$ cat src/rtl/ysyx_23060208_axi_pkg.sv
// Shared AXI-Lite response codes, read-crossbar state encoding and address map.
package ysyx_23060208_axi_pkg;

  localparam logic [1:0] RESP_OKAY   = 2'b00;
  localparam logic [1:0] RESP_SLVERR = 2'b10;
  localparam logic [1:0] RESP_DECERR = 2'b11;

  localparam int          XBAR_AW         = 32;
  localparam logic [31:0] CLINT_BASE_DEF  = 32'ha000_0048;
  localparam logic [31:0] CLINT_SIZE_DEF  = 32'h0000_0008;
  localparam logic [31:0] MEM_BASE_DEF    = 32'h8000_0000;
  localparam logic [31:0] MEM_SIZE_DEF    = 32'h0800_0000;

  typedef enum logic [1:0] {
    XBAR_IDLE   = 2'd0,
    XBAR_AR_FWD = 2'd1,
    XBAR_R_WAIT = 2'd2,
    XBAR_ERR    = 2'd3
  } xbar_state_e;

endpackage

$ cat src/rtl/ysyx_23060208_xbar_dec.sv
// Address decoder for the read crossbar: picks CLINT (sel=1) or memory (sel=0)
// and flags addresses outside both windows (decerr).
module ysyx_23060208_xbar_dec
  import ysyx_23060208_axi_pkg::*;
#(
  parameter int                    DATA_WIDTH = XBAR_AW,
  parameter logic [DATA_WIDTH-1:0] CLINT_BASE = CLINT_BASE_DEF,
  parameter logic [DATA_WIDTH-1:0] CLINT_SIZE = CLINT_SIZE_DEF,
  parameter logic [DATA_WIDTH-1:0] MEM_BASE   = MEM_BASE_DEF,
  parameter logic [DATA_WIDTH-1:0] MEM_SIZE   = MEM_SIZE_DEF
) (
  input  logic [DATA_WIDTH-1:0] addr,
  output logic                  sel,
  output logic                  decerr
);

  logic [DATA_WIDTH-1:0] clint_off;
  logic [DATA_WIDTH-1:0] mem_off;

  // Offset-then-compare is wrap-safe: addresses below the base wrap to huge offsets.
  assign clint_off = addr - CLINT_BASE;
  assign mem_off   = addr - MEM_BASE;

  assign sel    = clint_off < CLINT_SIZE;
  assign decerr = !sel && !(mem_off < MEM_SIZE);

endmodule

$ cat src/rtl/ysyx_23060208_xbar_rd.sv
// AXI-Lite read crossbar, one master to {s0 = memory, s1 = CLINT}, one read in flight.
// Optional macro XBAR_DECERR_EN: unmapped addresses answer DECERR without touching a slave.
module ysyx_23060208_xbar_rd
  import ysyx_23060208_axi_pkg::*;
#(
  parameter int                    DATA_WIDTH = XBAR_AW,
  parameter logic [DATA_WIDTH-1:0] CLINT_BASE = CLINT_BASE_DEF,
  parameter logic [DATA_WIDTH-1:0] CLINT_SIZE = CLINT_SIZE_DEF,
  parameter logic [DATA_WIDTH-1:0] MEM_BASE   = MEM_BASE_DEF,
  parameter logic [DATA_WIDTH-1:0] MEM_SIZE   = MEM_SIZE_DEF
) (
  input  logic                  clk,
  input  logic                  rst,
  input  logic [DATA_WIDTH-1:0] m_araddr,
  input  logic                  m_arvalid,
  output logic                  m_arready,
  output logic [DATA_WIDTH-1:0] m_rdata,
  output logic [1:0]            m_rresp,
  output logic                  m_rvalid,
  input  logic                  m_rready,
  output logic [DATA_WIDTH-1:0] s0_araddr,
  output logic                  s0_arvalid,
  input  logic                  s0_arready,
  input  logic [DATA_WIDTH-1:0] s0_rdata,
  input  logic [1:0]            s0_rresp,
  input  logic                  s0_rvalid,
  output logic                  s0_rready,
  output logic [DATA_WIDTH-1:0] s1_araddr,
  output logic                  s1_arvalid,
  input  logic                  s1_arready,
  input  logic [DATA_WIDTH-1:0] s1_rdata,
  input  logic [1:0]            s1_rresp,
  input  logic                  s1_rvalid,
  output logic                  s1_rready
);

  xbar_state_e           state, state_nxt;
  logic [DATA_WIDTH-1:0] addr_q;
  logic                  sel_q;
  logic                  dec_sel, dec_decerr;
  logic                  ar_hs;

  logic [1:0]                 s_arready, s_rvalid;
  logic [1:0][DATA_WIDTH-1:0] s_rdata;
  logic [1:0][1:0]            s_rresp;
  logic [1:0]                 s_arvalid_o, s_rready_o;
  logic [1:0][DATA_WIDTH-1:0] s_araddr_o;

  assign s_arready = {s1_arready, s0_arready};
  assign s_rvalid  = {s1_rvalid,  s0_rvalid};
  assign s_rdata   = {s1_rdata,   s0_rdata};
  assign s_rresp   = {s1_rresp,   s0_rresp};

  assign s0_arvalid = s_arvalid_o[0];
  assign s1_arvalid = s_arvalid_o[1];
  assign s0_araddr  = s_araddr_o[0];
  assign s1_araddr  = s_araddr_o[1];
  assign s0_rready  = s_rready_o[0];
  assign s1_rready  = s_rready_o[1];

  ysyx_23060208_xbar_dec #(
    .DATA_WIDTH (DATA_WIDTH),
    .CLINT_BASE (CLINT_BASE),
    .CLINT_SIZE (CLINT_SIZE),
    .MEM_BASE   (MEM_BASE),
    .MEM_SIZE   (MEM_SIZE)
  ) u_dec (
    .addr   (m_araddr),
    .sel    (dec_sel),
    .decerr (dec_decerr)
  );

`ifndef XBAR_DECERR_EN
  logic unused_decerr;
  assign unused_decerr = dec_decerr;
`endif

  assign ar_hs = m_arvalid && m_arready;

  always_ff @(posedge clk) begin
    if (rst) begin
      state  <= XBAR_IDLE;
      addr_q <= '0;
      sel_q  <= 1'b0;
    end else begin
      state <= state_nxt;
      if (ar_hs) begin
        addr_q <= m_araddr;
        sel_q  <= dec_sel;
      end
    end
  end

  always_comb begin
    state_nxt = state;
    unique case (state)
      XBAR_IDLE: begin
        if (m_arvalid) begin
`ifdef XBAR_DECERR_EN
          state_nxt = dec_decerr ? XBAR_ERR : XBAR_AR_FWD;
`else
          state_nxt = XBAR_AR_FWD;
`endif
        end
      end
      XBAR_AR_FWD: if (s_arready[sel_q]) state_nxt = XBAR_R_WAIT;
      XBAR_R_WAIT: if (s_rvalid[sel_q] && m_rready) state_nxt = XBAR_IDLE;
`ifdef XBAR_DECERR_EN
      XBAR_ERR:    if (m_rready) state_nxt = XBAR_IDLE;
`endif
      default:     state_nxt = XBAR_IDLE;
    endcase
  end

  // Outputs are forced low while rst is held so nothing leaks from a dropped read.
  always_comb begin
    m_arready   = 1'b0;
    m_rvalid    = 1'b0;
    m_rdata     = '0;
    m_rresp     = RESP_OKAY;
    s_arvalid_o = '0;
    s_araddr_o  = '0;
    s_rready_o  = '0;
    if (!rst) begin
      unique case (state)
        XBAR_IDLE: m_arready = 1'b1;
        XBAR_AR_FWD: begin
          s_arvalid_o[sel_q] = 1'b1;
          s_araddr_o[sel_q]  = addr_q;
        end
        XBAR_R_WAIT: begin
          m_rvalid          = s_rvalid[sel_q];
          m_rdata           = s_rdata[sel_q];
          m_rresp           = s_rresp[sel_q];
          s_rready_o[sel_q] = m_rready;
        end
`ifdef XBAR_DECERR_EN
        XBAR_ERR: begin
          m_rvalid = 1'b1;
          m_rresp  = RESP_DECERR;
        end
`endif
        default: ;
      endcase
    end
  end

endmodule

$ cat config.mk
export PLATFORM = sky130hd
export DESIGN_NAME = ysyx_23060208_xbar_rd
export DESIGN_NICKNAME = d
export VERILOG_FILES = /design/src/rtl/ysyx_23060208_axi_pkg.sv /design/src/rtl/ysyx_23060208_xbar_dec.sv /design/src/rtl/ysyx_23060208_xbar_rd.sv
export SDC_FILE = /design/constraint.sdc
export NUM_CORES = 1
export LEC_CHECK = 0
export ABC_AREA = 1
export BUFFER_PORTS_ARGS = -buffer_cell sky130_fd_sc_hd__buf_2
export CAP_MARGIN = 0
export CORE_MARGIN = 1
export CORE_UTILIZATION = 30
export CTS_CLUSTER_DIAMETER = 150
export DETAILED_ROUTE_END_ITERATION = 16
export PLACE_DENSITY_LB_ADDON = 0.05
export SYNTH_ARGS = -nofsm -noshare
export SYNTH_HDL_FRONTEND = slang
export SYNTH_HIERARCHICAL = 1
export SYNTH_SLANG_ARGS = --single-unit
$ cat constraint.sdc
create_clock -name clk -period 1.6 [get_ports clk]
set_input_delay 0.16 -clock clk [delete_from_list [all_inputs] [get_ports clk]]
set_output_delay 0.16 -clock clk [all_outputs]
set_load 0.1 [all_outputs]
After elaboration in Yosys (flattened, before gate mapping) --
Cells that the tools add are included. W data, S select, Z words.
Word-level totals: register bits after elaboration 35, input bits 108, output and inout bits 104, logic and storage cells 49
Cells by class: $add $sub $neg 1, magnitude comparators 3, equality and inequality tests 5, mux-type cells 30, bitwise operators 2, reduce and logical (&&, ||, !) cells 5
Operators by type and width (number):
- $mux W32 | 5
- $mux W64 | 2
- $and A64 B64 Y64 | 1
- $demux W32 S1 | 1
- $lt A32 B4 Y1 const B | 1
- $sub A32 B32 Y32 const B | 1
- $mux W2 | 11
- $mux W1 | 9
- $ne A2 B2 Y1 const B | 3
- $pmux W2 S3 | 1
- $logic_and A1 B1 Y1 | 3
- $reduce_and A3 Y1 | 1
- $and A2 B2 Y2 | 1
- $eq A2 B1 Y1 const B | 1
- $eq A2 B2 Y1 const B | 1
- $logic_not A2 Y1 | 1
- $lt A1 B2 Y1 const B | 1
- $demux W1 S1 | 1
- $ge A1 B1 Y1 const B | 1

Logic depth before layout (Yosys ltp) --
Gate-level depths: netlist (run 1).
word-level depth 7, gate-level depth with buffers 17

Cells and area by module --
The synthesis (run 1) kept the hierarchy.
Modules (own cells, without submodules):
- ysyx_23060208_xbar_rd | instances 1, cells each 399, area each 2302.2 µm²
- ysyx_23060208_xbar_dec | instances 1, cells each 202, area each 914.6 µm²

Worst setup path after synthesis (run 1) --
No wires, ideal clock.
kind register to output, start reg state[1], end out s0_rready, arrival 3.495 ns, slack -2.055 ns, stages on the path, launching flop included 5, path buffers 0, path through dfxtp_1 -> inv_2 -> nor2_1 -> inv_1 -> nor4_1
Between the ends: cells in the longest elaborated chain, start to end 3
Ends and longest elaborated chain:
- from (decl) | RTL line ysyx_23060208_xbar_rd.sv:37 | xbar_state_e state, state_nxt;
- from (signal assigned) | RTL line ysyx_23060208_xbar_rd.sv:86 | state <= state_nxt;
- $eq A2 B2 Y1 | RTL line ysyx_23060208_xbar_rd.sv:125 | unique case (state)
- $mux W2 | RTL line ysyx_23060208_xbar_rd.sv:125
- $mux W2 | RTL line ysyx_23060208_xbar_rd.sv:124 | if (!rst) begin
- to (decl) | RTL line ysyx_23060208_xbar_rd.sv:27 | output logic s0_rready,
No other way between the ends.

Worst setup path after layout (run 1) --
start reg state[0], end out s0_araddr[11]
Between the ends: cells in the longest elaborated chain, start to end 3
Ends and longest elaborated chain:
- $eq A2 B1 Y1 | RTL line ysyx_23060208_xbar_rd.sv:125
- $mux W64 | RTL line ysyx_23060208_xbar_rd.sv:125
- $mux W64 | RTL line ysyx_23060208_xbar_rd.sv:124
- to (decl) | RTL line ysyx_23060208_xbar_rd.sv:21 | output logic [DATA_WIDTH-1:0] s0_araddr,
No other way between the ends.

==> summary.txt, run 1 <==
Outcome
  – Status: finished with violations
  – Failing checks: setup timing

Placement
  – HPWL after detailed placement: 11.1 mm
  – Cells after DPL: ~940
  – RePlAce Congestion: approximately 0.9
  – PortBufs: 211
  – Placed cell areas: 0.00696 mm²

Global routing
  – Grt ovf: 0
  – Met1 Use GR: 28.2%
  – First-pass GRT wire length: 21.9 mm
  – Met3 Track Usage GR: 3.96%
  – Top Usage Layer GRT: met2
  – Vias in the first global route: 4380
  – Initial antenna violation count: 0
  – Pin count of the biggest net entering global routing: 67
  – GRT met2 Usage: 46.9%
  – Global Route Usage Sum: 24.7%

Critical path
  – Crit end category: output port
  – Req. time, crit path: 1440 ps
  – CP max-delay cell: dfxtp_4
  – CP Class: flip-flop to output port
  – CP Cell Sequence: inv_4, nor2_4, nand3_4, clkbuf_16, nor2_4, buf_12
  – Worst Setup Start Kind: flip-flop
  – CP most frequent cell: nor2_4
  – CP max FO: 6
  – Max incr delay on CP: roughly 380 ps
  – Data arrival, critical path: approximately 1600 ps

STA
  – Final setup fails: 103
  – Slew @ Worst Pin: 341 ps
  – Setup Skew: between 6 and 7 ps
  – Final Critical Period: 1800 ps
  – Fmax: 555 MHz
  – Max-slew headroom: 77.3%
  – Final Cycle Share: 113%
  – Slew Limit Fails: 0
  – Hold_ws: 78.3 ps
  – Final WS setup: -202 ps
  – RSZ-0062 raised after global routing: true
  – Fin. Hold Viols: 0

Layout
  – Layout cell share with drive strength beyond 1: 48.7%
  – Post-route cell area: 0.00749 mm²
  – Filler instances: between 700 and 800
  – Final cell count without fillers: 973
  – P&R area growth vs syn: 134%
  – Total inserted antenna cells: 0
  – Final nets: about 950
  – Final Core Density: 72.5%

Clocking
  – Clock buffer depth: 2
  – Clk sinks: 35
  – Root Driver: clkbuf_8
  – CTS clk-pin slew, worst paths: roughly 70 ps
  – Htree depth: 2
  – CTS tree: built
  – Worst skew pair latency: 290 ps
  – CTS Buf Count: 5

Logic synthesis
  – Mapped Nets: 707
  – Mean Syn Cell Area: between 5 and 6 µm²
  – Syn. warnings: 6
  – Mapped cell area: 0.00320 mm²
  – Cells after Synth: 598

Route
  – Drt drc: 0
  – TritonRoute pass-1 iters: 5
  – Vias per inst: 4.76
  – Final wirelength: 14.1 mm
  – Drt first-iter violations: 192
  – DR WL/cell: 14.5 µm
  – Final ANT Viol Nets: 0
  – Vias post-DR: roughly 4600

Floorplanning
  – I/O pin count: 212
  – Core area: 0.0103 mm²
  – DIE WIDTH: around 110 µm
  – Chip Height: 105 µm
  – Rows: 37
  – Die Footprint: 0.0111 mm²
  – Starting Density: 31.0%

Pwr
  – Final Power: ~3.1 mW
  – P_leak: 3.02 nW
  – Max VDD drop: 330 µV
  – Pwr Density: around 420 mW/mm²

Min path
  – Worst Hold Class: input pin to flip-flop

Flow run
  – # Max-Cap Violations: 0
[worst max-delay path: cells and delay by family (launching register included)]
kind                   cells  cell delay [ps]
flip-flops                 1              380
AND/OR/NAND/NOR            3              500
buffers and inverters      3              470
[power breakdown]
group	internal (mW)	leakage [nW]	switching [mW]
combinational	0.553	2.69	0.967
sequential	0.951	0.289	0.0458
clock	0.304	0.0412	0.323
total	1.81	3.02	1.34
[cell type report]
type | count | area [µm²] | share of cell area, %
Clock inverter | 2 | 12.5 | 0.167
Tap cell | 136 | 170 | 2.27
Inverter | 76 | 305 | 4.08
Sequential cell | 35 | 707 | 9.44
Multi-Input combinational cell | 460 | 2960 | 39.5
Timing Repair Buffer | 258 | 3260 | 43.6
Clock buffer | 6 | 72.6 | 0.969
[placed cells by master, fill, tap and decap left out, types with 3 or more instances in the layout]
| cell type | instances |
|---|---|
| nand2_1 | 214 |
| buf_12 | 111 |
| buf_2 | 107 |
| nor2_4 | 72 |
| inv_1 | 65 |
| nor2_1 | 37 |
| a21oi_4 | 34 |
| dfxtp_1 | 32 |
| o21ai_0 | 31 |
| nand3_1 | 25 |
| buf_4 | 25 |
| nor2_2 | 9 |
| inv_2 | 7 |
| nand2_2 | 7 |
| nand4_1 | 7 |
| o21ai_1 | 5 |
| clkbuf_8 | 5 |
| buf_16 | 5 |
| clkbuf_16 | 5 |
| buf_6 | 4 |
| nand3b_1 | 4 |
| inv_4 | 3 |
| o21bai_1 | 3 |
[per-stage QoR]
stage,worst slack [ps],setup TNS [ps]
floorplan,-462,-18440
global placement,-71.5,-71.5
detailed placement,-124,-189
CTS,-170,-9250
global route,-253,-20400
finish,-202,-14380
[path summary, 6_finish.rpt]
path | from | end | slack (ps) | depth (start not counted)
min | m_araddr[2] | addr_q[2] | 80 | 3
max reg2reg | state[0] | addr_q[8] | 220 | 7
max | state[0] | s0_araddr[11] | -200 | 6
min reg2reg | addr_q[22] | addr_q[22] | 480 | 2
[metal layers]
| metal | routed length (µm) | share of wire [%] | vias to the layer above |
|---|---|---|---|
| met1 | 5410 | 38 | 2120 |
| met4 | 233 | 1.6 | 0 |
| li1 | - | - | 2316 |
| met5 | 0 | 0 | - |
| met2 | 7640 | 54 | 173 |
| met3 | 841 | 6.0 | 18 |
[timing repair]
action,4_1_cts,5_1_grt
pin swaps,2,6
resized for setup,21,11
setup endpoints to repair,87,105
setup buffers,9,4
gates cloned,4,6
hold buffers,0,0
endpoints found under the hold margin,0,0
[sequential cells by signal (all words and copies together) (netlist names)]
register  flops
sel_q         1
state         2
addr_q       32
No activity file was read; power rests on OpenSTA's default activity.
==> inputs of run 2 (changes only) <==
==> constraint.sdc (replaced) <==
create_clock -name clk -period 1.62 [get_ports clk]
set_input_delay 0.081 -clock clk [delete_from_list [all_inputs] [get_ports clk]]
set_output_delay 0.081 -clock clk [all_outputs]
set_load 0.1 [all_outputs]
==> run 2 against run 1 <==
Compared with the run above: final area is 2.3% lower; the flow still finishes with violations (setup timing); sequential power fell by 1%; register-to-register slack improved by 130 ps; hold slack got worse by 72 ps.
==> summary.txt, run 2 (same netlist as run 1, synthesis figures left out) <==
Placement
  – RePlAce Congestion: 0.897 (-0.83%)
  – PortBufs: 211 (unchanged)
  – Placed cell areas: 0.00691 mm² (-0.72%)
  – HPWL after detailed placement: 10.9 mm (-2.2%)

Global routing
  – Global Route Usage Sum: 24.7% (-0.059 points)
  – Vias in the first global route: 4515 (+3.1%)
  – Initial antenna violation count: 0 (unchanged)
  – Grt ovf: 0 (unchanged)
  – Pin count of the biggest net entering global routing: 67 (unchanged)
  – GRT met2 Usage: 46.3% (-0.56 points)
  – Top Usage Layer GRT: met2
  – Met3 Track Usage GR: 3.46% (-0.49 points)
  – First-pass GRT wire length: 22.3 mm (+1.5%)
  – Met1 Use GR: 28.7% (+0.55 points)

Outcome
  – Status: finished with violations
  – Failing checks: setup timing

Clocking
  – Worst skew pair latency: 280 ps (about the same)
  – CTS tree: built
  – Root Driver: clkbuf_8
  – CTS clk-pin slew, worst paths: 70 ps (about the same)
  – Clk sinks: 35 (unchanged)
  – Clock buffer depth: 2 (unchanged)
  – CTS Buf Count: 5 (unchanged)
  – Htree depth: 2 (unchanged)

STA
  – Final Cycle Share: 102%
  – Fmax: roughly 600 MHz
  – Final WS setup: -38.4 ps (+164 ps)
  – Slew Limit Fails: 0 (unchanged)
  – Fin. Hold Viols: 0 (unchanged)
  – RSZ-0062 raised after global routing: true
  – Slew @ Worst Pin: 493 ps (+152 ps)
  – Final Critical Period: ~1700 ps
  – Setup Skew: 8.00 ps (+1.14 ps)
  – Hold_ws: 5.97 ps (-72.3 ps)
  – Total negative slack: -845 ps (+13540 ps)
  – Final setup fails: 52 (-50%)
  – Max-slew headroom: 67.4% (-9.9 points)

Route
  – DR WL/cell: 14.3 µm (-1.6%)
  – Vias per inst: 4.79 (+0.75%)
  – Final wirelength: 13.7 mm (-2.9%)
  – Final ANT Viol Nets: 0 (unchanged)
  – Vias post-DR: 4604 (-0.50%)
  – Drt first-iter violations: 174 (-9.4%)
  – Drt drc: 0 (unchanged)
  – TritonRoute pass-1 iters: 4 (-1)

Layout
  – Post-route cell area: 0.00732 mm² (-2.3%)
  – Total inserted antenna cells: 0 (unchanged)
  – Largest regs: addr_q: 32 flops, state: 2 flops, sel_q: 1 flops
  – Commonest non-fill, non-tap cell in the layout: nand2_1
  – Max reg flops: 32 (unchanged)
  – Most frequent cells in the layout: nand2_1, buf_12, buf_2
  – Multi-input gate area: 0.00296 mm² (unchanged)
  – Final Core Density: 70.9% (-1.6 points)
  – Layout cell share with drive strength beyond 1: 47.6% (-1.1 points)
  – Storage cell area: 707 µm² (unchanged)
  – Filler instances: 839 (+5.1%)
  – Final nets: 933 (-1.3%)
  – Top reg by flops: addr_q
  – P&R area growth vs syn: 128%

Min path
  – Hold Path Depth: 3 (unchanged)
  – Hold Path Sink: addr_q[2]
  – Hold Path Origin: m_araddr[2]
  – Worst Hold Class: input pin to flip-flop

Critical path
  – CP most frequent cell: buf_12
  – Req. time, crit path: 1540 ps (+100 ps)
  – Crit end category: output port
  – R2R cell count: 7 (unchanged)
  – Worst Setup Start Kind: flip-flop
  – CP Class: flip-flop to output port
  – CP Cell Sequence: buf_4, nor2_4, nand2_4, buf_12, a21oi_4, buf_12
  – FF-to-FF End: addr_q[5]
  – R2r setup slk: 350 ps (+130 ps)
  – CP max FO: 11 (+5)
  – R2R Path Start: state[0]
  – Delay-heaviest family, CP: buffers and inverters
  – Buf/Inv on CP: 3 (unchanged)
  – Max incr delay on CP: 330 ps (-50 ps)
  – Data arrival, critical path: 1580 ps (-60 ps)
  – CP max-delay cell: dfxtp_2

Pwr
  – Pwr Density: 427 mW/mm² (+1.8%)
  – Max VDD drop: 305 µV (-7.8%)
  – P_leak: 2.93 nW (-3.0%)

Flow run
  – # Max-Cap Violations: 0 (unchanged)

Floorplanning
  – DIE WIDTH: 105 µm (unchanged)
  – Rows: 37 (unchanged)
  – Core area: 0.0103 mm² (unchanged)
  – I/O pin count: 212 (unchanged)
  – Die Footprint: 0.0111 mm² (unchanged)
  – Starting Density: 31.0% (unchanged)
  – Chip Height: 105 µm (unchanged)
## run 2: cell types whose count changed in the layout (fill, tap and decap cells not counted), sizes merged
cell / delta
buf: -10
clkinv: -2
clkbuf: -2
clkinvlp: -1
dlygate4sd3: +2
inv: +1
## run 2: worst register-to-register path, cell delays in order (launching register included)
cell and delay, ps:
dfxtp_2 330, inv_4 70, buf_4 110, nand2_2 70, nor3_4 160, buf_12 270
nand2_1 130, o21ai_0 80
## run 2: how the worst max path moves through the flow
stage | depth (start not counted) | to | slack, ps | startpoint
after global routing | 8 | s1_araddr[18] | -120 | sel_q
after detailed placement | 18 | sel_q | -10 | m_araddr[3]
after global placement | 18 | sel_q | 30 | m_araddr[3]
after floorplan | 4 | s0_araddr[0] | -370 | sel_q
final | 6 | m_rdata[6] | -40 | state[0]
after CTS | 8 | s1_araddr[21] | -30 | sel_q
## run 2: layout make-up
| class | instances | share of cell area [%] |
|---|---|---|
| Timing Repair Buffer | 246 | 42.1 |
| Sequential cell | 35 | 9.66 |
| Multi-Input combinational cell | 460 | 40.4 |
| Tap cell | 136 | 2.33 |
| Clock buffer | 8 | 1.37 |
| Inverter | 76 | 4.10 |
## run 2: stage by stage
step	cells	setup slack, ps	total power [mW]
CTS	955	-34.0	3.12
detailed placement	935	-13.4	2.38
floorplan	598	-365	1.89
global placement	935	29.0	2.35
global route	961	-115	3.29
finish	961	-38.4	3.13
## run 2: layer usage
| layer | vias up | share of wire (%) |
|---|---|---|
| met4 | 0 | 1.6 |
| met3 | 14 | 5.2 |
| li1 | 2299 | - |
| met1 | 2138 | 39 |
| met2 | 153 | 54 |
| met5 | - | 0 |
## run 2: what timing repair did
item | 4_1_cts | 5_1_grt
gates cloned | 2 | 2
pin swaps | 4 | 12
hold endpoints to repair | 2 | 0
hold buffers | 2 | 0
gates resized for setup | 15 | 16
setup buffers | 8 | 5
setup endpoints to repair | 87 | 101
## run 2: where the power goes
group / internal [mW] / switching [mW] / leakage (nW)
Combinational: 0.502 / 0.943 / 2.58
Clock: 0.388 / 0.308 / 0.0515
Sequential: 0.940 / 0.0460 / 0.289
==> inputs of run 3 (changes only) <==
--- a/config.mk
+++ b/config.mk
@@ -12,7 +12,7 @@
 export CORE_UTILIZATION = 30
 export CTS_CLUSTER_DIAMETER = 150
 export DETAILED_ROUTE_END_ITERATION = 16
-export PLACE_DENSITY_LB_ADDON = 0.05
+export PLACE_DENSITY_LB_ADDON = 0.25
 export SYNTH_ARGS = -nofsm -noshare
 export SYNTH_HDL_FRONTEND = slang
 export SYNTH_HIERARCHICAL = 1
==> run 3 against run 2 <==
Compared with the run above: the flow still finishes with violations (setup timing); register-to-register slack barely moved; clock power fell by 8.2%; sequential share of layout area barely moved; sequential power barely moved; clock skew barely moved; largest cell class unchanged; utilization rose by 0.36 points; via count rose by 0.72%; critical path type unchanged; power fell by 0.89%; hold slack improved by 15 ps; cell count rose by 0.10%; global-route usage fell by 0.55 points.
==> summary.txt, run 3 (same netlist as run 1, synthesis figures left out) <==
Outcome
  – Status: finished with violations
  – Failing checks: setup timing

STA
  – Max-slew headroom: 67.4% (about the same)
  – Final WS setup: -79.7 ps (-41.3 ps)
  – Slew Limit Fails: 0 (unchanged)
  – Final Cycle Share: 105% (+2.5 points)
  – RSZ-0062 raised after global routing: true
  – Setup Skew: 7.69 ps (-0.311 ps)
  – Final Critical Period: 1700 ps (+41.3 ps)
  – Fin. Hold Viols: 0 (unchanged)
  – Hold_ws: 20.5 ps (+14.6 ps)
  – Final setup fails: 81 (+56%)
  – Fmax: 588 MHz (-2.4%)
  – Slew @ Worst Pin: 492 ps (-0.421 ps)

Route
  – Drt drc: 0 (unchanged)
  – Final wirelength: 14.3 mm (+4.5%)
  – TritonRoute pass-1 iters: 5 (+1)
  – Drt first-iter violations: 229 (+32%)
  – DR WL/cell: 14.9 µm (+4.4%)
  – Vias per inst: 4.82 (+0.61%)
  – Final ANT Viol Nets: 0 (unchanged)
  – Vias post-DR: 4637 (+0.72%)

Layout
  – Post-route cell area: 0.00735 mm² (+0.51%)
  – Max reg flops: 32 (unchanged)
  – Top reg by flops: addr_q
  – Final Core Density: 71.2% (+0.36 points)
  – Most frequent cells in the layout: nand2_1, buf_12, buf_2
  – Largest regs: addr_q: 32 flops, state: 2 flops, sel_q: 1 flops
  – Commonest non-fill, non-tap cell in the layout: nand2_1
  – Final nets: 934 (+0.11%)
  – Layout cell share with drive strength beyond 1: 47.2% (-0.48 points)
  – P&R area growth vs syn: 130%

Floorplanning
  – DIE WIDTH: 105 µm (unchanged)
  – Rows: 37 (unchanged)
  – Starting Density: 31.0% (unchanged)
  – I/O pin count: 212 (unchanged)
  – Chip Height: 105 µm (unchanged)
  – Die Footprint: 0.0111 mm² (unchanged)
  – Core area: 0.0103 mm² (unchanged)

Pwr
  – Max VDD drop: 300 µV (-1.5%)
  – Final Power: 3.10 mW (-0.89%)
  – Pwr Density: 421 mW/mm² (-1.4%)
  – P_leak: 2.94 nW (+0.65%)

Clocking
  – Htree depth: 2 (unchanged)
  – Clk sinks: 35 (unchanged)
  – CTS tree: built
  – CTS clk-pin slew, worst paths: 70 ps (about the same)
  – Worst skew pair latency: 280 ps (about the same)
  – Clock buffer depth: 2 (unchanged)
  – CTS Buf Count: 5 (unchanged)
  – Root Driver: clkbuf_8

Global routing
  – Initial antenna violation count: 1 (+1)
  – Vias in the first global route: 4413 (-2.3%)
  – Grt ovf: 0 (unchanged)
  – First-pass GRT wire length: 21.7 mm (-2.5%)
  – Pin count of the biggest net entering global routing: 67 (unchanged)
  – Global Route Usage Sum: 24.1% (-0.55 points)

Flow run
  – # Max-Cap Violations: 0 (unchanged)

Critical path
  – Req. time, crit path: 1540 ps (about the same)
  – Max incr delay on CP: 340 ps (about the same)
  – CP Class: flip-flop to output port
  – CP Cell Sequence: buf_6, nor2_4, nand2_8, clkbuf_16, a21oi_4, buf_12
  – CP max FO: 8 (-3)
  – Data arrival, critical path: 1620 ps (+40 ps)
  – Worst Setup Start Kind: flip-flop
  – Crit end category: output port
  – R2R cell count: 7 (unchanged)
  – CP max-delay cell: dfxtp_2

Min path
  – Worst Hold Class: input pin to flip-flop
  – Hold Path Depth: 3 (unchanged)

Placement
  – PortBufs: 211 (unchanged)
  – HPWL after detailed placement: 10.8 mm (-0.76%)
  – Pre-CTS setup slack: -94.3 ps (-80.8 ps)
  – RePlAce Congestion: 0.885 (-1.4%)
  – Placed cell areas: 0.00684 mm² (-1.1%)
==> run 3: layout make-up <==
class,instances,area (µm²)
fillers,774,2970
clock inverters,1,5.00
flip-flops and latches,35,707
clock buffers,6,82.6
multi-input cells,461,2960
inverters,76,295
well taps,136,170
repair buffers,246,3130
diodes,1,2.50
==> run 3: what timing repair did <==
action,in CTS,in global routing
setup endpoints to repair,80,101
endpoints found under the hold margin,2,0
gates cloned,3,6
buffers inserted,7,3
gates resized for setup,18,18
hold buffers,2,0
pin swaps,4,10
==> run 3: critical path, delay by kind of cell, from the launching register on <==
| kind | cells | cell delay, ps |
|---|---|---|
| AND/OR/NAND/NOR | 2 | 320 |
| buffers and inverters | 3 | 530 |
| flip-flops | 1 | 340 |
| AO/OA/AOI/OAI | 1 | 150 |
==> run 3: path summary, 6_finish.rpt <==
check | from | endpoint | slack [ps]
worst min register to register | addr_q[22] | addr_q[22] | 480
worst max register to register | state[0] | addr_q[15] | 360
worst min-delay path | m_araddr[1] | addr_q[1] | 20
worst max-delay path | state[0] | m_rdata[3] | -80
==> run 3: per-stage QoR <==
stage	cells	setup TNS, ps
floorplan	598	-11640
global placement	933	0
detailed placement	933	-94.3
CTS	952	-1460
global route	962	-8960
finish	962	-2700
==> run 3: power by group <==
group | switching [mW] | internal (mW)
Combinational | 0.955 | 0.522
Sequential | 0.0444 | 0.939
Clock | 0.305 | 0.334
==> run 3: layer usage <==
metal / GRT usage (%) / part of all wire, % / up-vias
met5: 0 / 0 / -
met3: 3.59 / 5.3 / 30
met1: 27.2 / 37 / 2121
met4: 8.05 / 2.9 / 0
met2: 45.8 / 55 / 194
li1: - / - / 2292
